--- src/rtl/router_pkg.sv ---
// Shared definitions for the router ingress controller: default sizing and the
// 3-bit binary state encoding (DECODE_ADDRESS must stay at zero).
package router_pkg;

  localparam int NUM_PORTS_DEF = 3;
  localparam int ADDR_W_DEF    = 2;

  typedef enum logic [2:0] {
    DECODE_ADDRESS     = 3'd0,
    LOAD_FIRST_DATA    = 3'd1,
    LOAD_DATA          = 3'd2,
    LOAD_AFTER_FULL    = 3'd3,
    LOAD_PARITY        = 3'd4,
    FIFO_FULL_STATE    = 3'd5,
    CHECK_PARITY_ERROR = 3'd6,
    WAIT_TILL_EMPTY    = 3'd7
  } router_state_t;

endpackage

--- src/rtl/router_fsm.sv ---
// Packet-ingress controller: latches the destination port, waits for that FIFO to
// drain, then sequences header/payload/parity writes with full-stall recovery.
import router_pkg::*;

module router_fsm #(
  parameter int NUM_PORTS = NUM_PORTS_DEF,
  parameter int ADDR_W    = ADDR_W_DEF
) (
  input  logic                 clk,
  input  logic                 reset,
  input  logic                 pkt_valid,
  input  logic [ADDR_W-1:0]    data_in,
  input  logic                 parity_done,
  input  logic                 low_pkt_valid,
  input  logic                 fifo_full,
  input  logic [NUM_PORTS-1:0] fifo_empty,
  input  logic [NUM_PORTS-1:0] soft_reset,
  output logic [ADDR_W-1:0]    dest,
  output logic                 detect_add,
  output logic                 lfd_state,
  output logic                 ld_state,
  output logic                 laf_state,
  output logic                 full_state,
  output logic                 rst_int_reg,
  output logic                 write_enb_reg,
  output logic                 busy,
  output logic [2:0]           state_o
);

  localparam logic [ADDR_W:0] NUM_PORTS_W = NUM_PORTS[ADDR_W:0];

  router_state_t     state_q, state_d;
  logic [ADDR_W-1:0] dest_q, dest_d;

  logic addr_ok;
  logic in_empty;
  logic dest_empty;
  logic dest_soft_rst;

  // Guard every per-port lookup so an out-of-range address never reads past the vector.
  assign addr_ok       = ({1'b0, data_in} < NUM_PORTS_W);
  assign in_empty      = addr_ok ? fifo_empty[data_in] : 1'b0;
  assign dest_empty    = ({1'b0, dest_q} < NUM_PORTS_W) ? fifo_empty[dest_q] : 1'b0;
  assign dest_soft_rst = ({1'b0, dest_q} < NUM_PORTS_W) ? soft_reset[dest_q] : 1'b0;

  always_ff @(posedge clk) begin
    if (reset) begin
      state_q <= DECODE_ADDRESS;
      dest_q  <= '0;
    end else begin
      state_q <= state_d;
      dest_q  <= dest_d;
    end
  end

  always_comb begin
    state_d = state_q;
    dest_d  = dest_q;
    if (state_q == DECODE_ADDRESS && pkt_valid && addr_ok) begin
      dest_d = data_in;
    end
    if (state_q != DECODE_ADDRESS && dest_soft_rst) begin
      state_d = DECODE_ADDRESS;
    end else begin
      case (state_q)
        DECODE_ADDRESS: begin
          if (pkt_valid && addr_ok) begin
            state_d = in_empty ? LOAD_FIRST_DATA : WAIT_TILL_EMPTY;
          end
        end
        WAIT_TILL_EMPTY:    if (dest_empty) state_d = LOAD_FIRST_DATA;
        LOAD_FIRST_DATA:    state_d = LOAD_DATA;
        LOAD_DATA: begin
          if (fifo_full)       state_d = FIFO_FULL_STATE;
          else if (!pkt_valid) state_d = LOAD_PARITY;
        end
        FIFO_FULL_STATE:    if (!fifo_full) state_d = LOAD_AFTER_FULL;
        LOAD_AFTER_FULL: begin
          if (parity_done)        state_d = DECODE_ADDRESS;
          else if (low_pkt_valid) state_d = LOAD_PARITY;
          else                    state_d = LOAD_DATA;
        end
        LOAD_PARITY:        state_d = CHECK_PARITY_ERROR;
        CHECK_PARITY_ERROR: state_d = fifo_full ? FIFO_FULL_STATE : DECODE_ADDRESS;
        default:            state_d = DECODE_ADDRESS;
      endcase
    end
  end

  // Moore outputs: decoded from the registered state only.
  always_comb begin
    detect_add    = (state_q == DECODE_ADDRESS);
    lfd_state     = (state_q == LOAD_FIRST_DATA);
    ld_state      = (state_q == LOAD_DATA);
    laf_state     = (state_q == LOAD_AFTER_FULL);
    full_state    = (state_q == FIFO_FULL_STATE);
    rst_int_reg   = (state_q == CHECK_PARITY_ERROR);
    write_enb_reg = (state_q == LOAD_DATA) || (state_q == LOAD_PARITY) ||
                    (state_q == LOAD_AFTER_FULL);
    busy          = !((state_q == DECODE_ADDRESS) || (state_q == LOAD_DATA));
  end

  assign dest    = dest_q;
  assign state_o = state_q;

endmodule

--- config.mk ---
export PLATFORM = sky130hd
export DESIGN_NAME = router_fsm
export DESIGN_NICKNAME = d
export VERILOG_FILES = /design/src/rtl/router_pkg.sv /design/src/rtl/router_fsm.sv
export SDC_FILE = /design/constraint.sdc
export NUM_CORES = 1
export LEC_CHECK = 0
export CORE_AREA = 2 2 39 41
export CTS_BUF_LIST = sky130_fd_sc_hd__clkbuf_4 sky130_fd_sc_hd__clkbuf_8
export DETAILED_ROUTE_END_ITERATION = 8
export DIE_AREA = 0 0 41 43
export PLACE_DENSITY = 0.74
export SYNTH_ARGS = -nofsm -noshare
export SYNTH_HDL_FRONTEND = slang
export SYNTH_SLANG_ARGS = --single-unit
--- constraint.sdc ---
create_clock -name clk -period 4.39 [get_ports clk]
set_input_delay 0.878 -clock clk [delete_from_list [all_inputs] [get_ports clk]]
set_output_delay 0.878 -clock clk [all_outputs]
set_load 0.02 [all_outputs]
# Word-level counts from Yosys, hierarchy flattened
# Index checks and enable logic that the tools add are counted.
# Widths: inputs -> output; s select.
# classes
order_cmp,4
n_eq_ne,11
mux,19
reduce_logical,12
# ops
cell,count
$mux 3,9
$pmux 3 s8,1
$eq 3x3->1 const B,4
$bmux 1 s2,3
$eq 3x2->1 const B,2
$lt 2x3->1 const B,2
$mux 1,6
$logic_and 1x1->1,4
$lt 2x2->1 const B,2
$ne 2x2->1 const B,2
$reduce_and 4->1,1
$eq 3x1->1 const B,1
$logic_not 3->1,1
$logic_or 1x1->1,3
$ne 3x3->1 const B,1
$reduce_bool 3->1,1
$ne 2x1->1 const B,1
$reduce_or 2->1,1
$logic_not 1->1,1
# totals
regBits,5
input_bits,14
out_inout_bits,13

# Depth between registers and ports, before layout
# depth
depth_word,6
ltp_mapped,5
mapped_depth_nobuf,5

# Worst setup path after synthesis
# No wires, ideal clock.
# synth_path
path_kind,register -> output
start,reg state_q[2] (netlist: state_o[2])
end,out ld_state
arrival_time_ps,1245
required_ps,3512
path_slack_ps,2267
stages_incl_launch_ff,4
cell_sequence,dfxtp_1 > clkbuf_1 > or2_2 > nor2_1
# synth_between
elab_chain_len,1
# synth_lines
element,line,rtl
start: declaration,router_fsm.sv:32,"router_state_t state_q, state_d;"
start signal: assignment,router_fsm.sv:51,state_q <= state_d;
$eq 3x2->1,router_fsm.sv:94,ld_state = (state_q == LOAD_DATA);
end: declaration,router_fsm.sv:21,"output logic ld_state,"
# No other way between the ends.

# Worst setup path after layout
# layout_path
start,reg state_q[1] (netlist: state_o[1])
end,out detect_add
# layout_between
elab_chain_len,1
# layout_lines
element,line,rtl
$logic_not 3->1,router_fsm.sv:92,detect_add = (state_q == DECODE_ADDRESS);
end: declaration,router_fsm.sv:19,"output logic detect_add,"
# No other way between the ends.

==> reports/summary.txt <==
Status - completed
Register area - 100 µm²
Post-synth cell types - 28
CP startpoint kind - flop
Reg-to-Reg Start - state_o[2]
Finished Core Util - 54.2%
Num ports - 27
Syn_area_per_cell - 7.22 µm²
Gr usage total - 16.0%
Starting DRT DRC Count - 5
Worst r2r path cells - 4
Max Freq - 374 MHz
GRT Residual Overflow - 0
Synthesized Nets - 76
Commonest cells after routing, fill and taps aside - clkdlybuf4s50_1 (26), inv_1 (8), nor2_1 (5), o21ai_0 (5), dfxtp_1 (5)
Gp weighted congestion - 0.787
Yosys reg bits - 5
# Max-Cap Violations - 0
DR vias/cell - 4.99
CTS sink count - 5
Static Leak - 0.302 nW
Final std cells w/o fill - 106
Drt total wl - 1.21 mm
RSZ-0062 raised after global routing - no
Ys Warns - 0
Wire length per cell - 11.4 µm
Synth Cell Area - 448 µm²
Post-CTS Hold Buffers - 0
Largest net degree at the start of global routing - 14
Sequential fraction of the synthesis area - 22.3%
Core area - 0.00138 mm²
Synth Instances - 62
H-tree lvl count - 1
Die area - 0.00176 mm²
Clock skew - 0.00942 ns
ANT cells - 0
First-pass DRT Iterations - 2
PnR Total Power - 0.460 mW
Multi-input logic area - 310 µm²
Die width - 41 µm
Hold Path Stages - 2
Latest clock arrival within the worst-skew pair - 0.25 ns
Final period util - 60.9%
Max-slew violation count - 0
Hold endpoint - dest[0]
Final setup viols - 0
Initial Util - 32.4%
Standard-cell row count - 14
Reg2reg setup slack - 2.73 ns
CTS tree - yes
Hold Fails Final Rpt - 0
First-pass GRT wire length - 1.86 mm
Layout cells sized above 1 - 15.6%
Post-route minimum period - 2.67 ns
Drt drc - 0
Actual slew at the worst max-slew pin - 0.326 ns
Start point of the worst hold path - dest[0]
Setup bufs post-CTS - 0
Clk slew on worst S/H paths - 0.05 ns
Die H - 43 µm
Initial antenna violation count - 0
Root Buffer Master - clkbuf_4
Number of fill cells - 135
Final Net Count - 105
Inserted Clock Buffers - 3
Area growth, synth to finish - 67.6%
Arr. time, crit path - 1.80 ns
Clk buf depth - 2
Remaining antenna violation count - 0
WS Path Type - flop to output pin
Crit Path Max Fanout - 10
Inst Count DP - 102
Element type at the critical path end - output pin
Reg2reg end - state_o[1]
Vias - 529
Setup TNS - 0 ns
Commonest non-fill, non-tap cell in the layout - clkdlybuf4s50_1
Worst Path Required - 3.51 ns
Post-cts sizing count - 0
I/O Buffers - 26
Cell area power density - 612 mW/mm²
Vias in the first global route - 452
Max VDD drop - 0.000273 V
Slew HR - 78.2%
Final HPWL DP - 983 µm
HP Class - flop to flop
==> logic make-up after synthesis <==
family | Yosys count | share of synthesized area (%)
buffers and inverters | 10 | 8.38
AO/OA/AOI/OAI | 17 | 27.1
AND/OR/NAND/NOR | 28 | 37.7
multiplexers | 2 | 4.47
flip-flops | 5 | 22.3
==> where the power goes <==
| part | switching (mW) | internal [mW] | leakage (nW) | total (mW) |
|---|---|---|---|---|
| Clock | 0.0211 | 0.0407 | 0.0184 | 0.0617 |
| Combinational | 0.153 | 0.153 | 0.242 | 0.306 |
| Sequential | 0.0314 | 0.0606 | 0.0412 | 0.0920 |
==> routing by layer <==
layer,vias to the layer above,GRT usage [%],share of wire [%]
li1,284,-,-
met1,224,17.4,42
met2,21,25.9,50
met3,0,8.38,8.7
met4,0,4.00,0
met5,-,0,0
==> stage by stage <==
step / setup slack [ns] / hold WS, ns / instance area, µm²
final: 1.72 / 0.560 / 751
after global routing: 1.63 / 0.609 / 751
after CTS: 1.71 / 0.565 / 751
after detailed placement: 1.99 / 0.558 / 721
after global placement: 1.99 / 0.544 / 721
after floorplan: 2.27 / 0.601 / 448
==> worst max-delay path, stage by stage, from the launching register on <==
cell	delay (ns)
dfxtp_1	0.38
or3_1	0.47
inv_1	0.10
clkdlybuf4s50_1	0.60
==> how the worst max path moves through the flow <==
| stage | depth (start not counted) | to | from | slack (ns) |
|---|---|---|---|---|
| CTS | 3 | detect_add | state_o[1] | 1.71 |
| detailed placement | 3 | detect_add | state_o[2] | 1.99 |
| global route | 3 | detect_add | state_o[2] | 1.63 |
| finish | 3 | detect_add | state_o[1] | 1.72 |
| floorplan | 3 | ld_state | state_o[2] | 2.27 |
| global placement | 3 | detect_add | state_o[2] | 1.99 |
==> sequential cells by signal, indices dropped and copies added, names as in the netlist <==
register and flops:
dest 2, state_o 3
==> cell type report <==
class,count,area share [%]
flip-flops and latches,5,13.3
inverters,8,4.00
clock buffers,4,4.00
repair buffers,26,34.7
multi-input cells,47,41.3
well taps,16,2.67
==> Yosys cell counts <==
master     n  area share, %
nor2b_1    1            1.4
o211ai_1   1            1.7
a2bb2oi_1  1            2.0
a31oi_1    2            2.8
nand2b_2   1            2.0
and3b_2    1            2.2
or4b_4     1            3.1
clkbuf_1   2            1.7
a311oi_2   1            3.4
inv_1      8            6.7
nor2_1     5            4.2
nand2_1    4            3.4
nand3b_1   1            1.7
a21oi_1    3            3.4
and3_4     1            2.5
a31o_2     1            2.0
dfxtp_1    5             22
nor3_1     4            4.5
mux2i_1    2            4.5
nor3b_1    1            1.7
or2_2      3            4.2
and3_1     3            4.2
a32oi_1    1            2.0
nand4_1    1            1.4
a211oi_2   1            2.8
or3_1      1            1.4
a21boi_0   1            1.7
o21ai_0    5            5.6
Power figures use the tool's default switching activity.
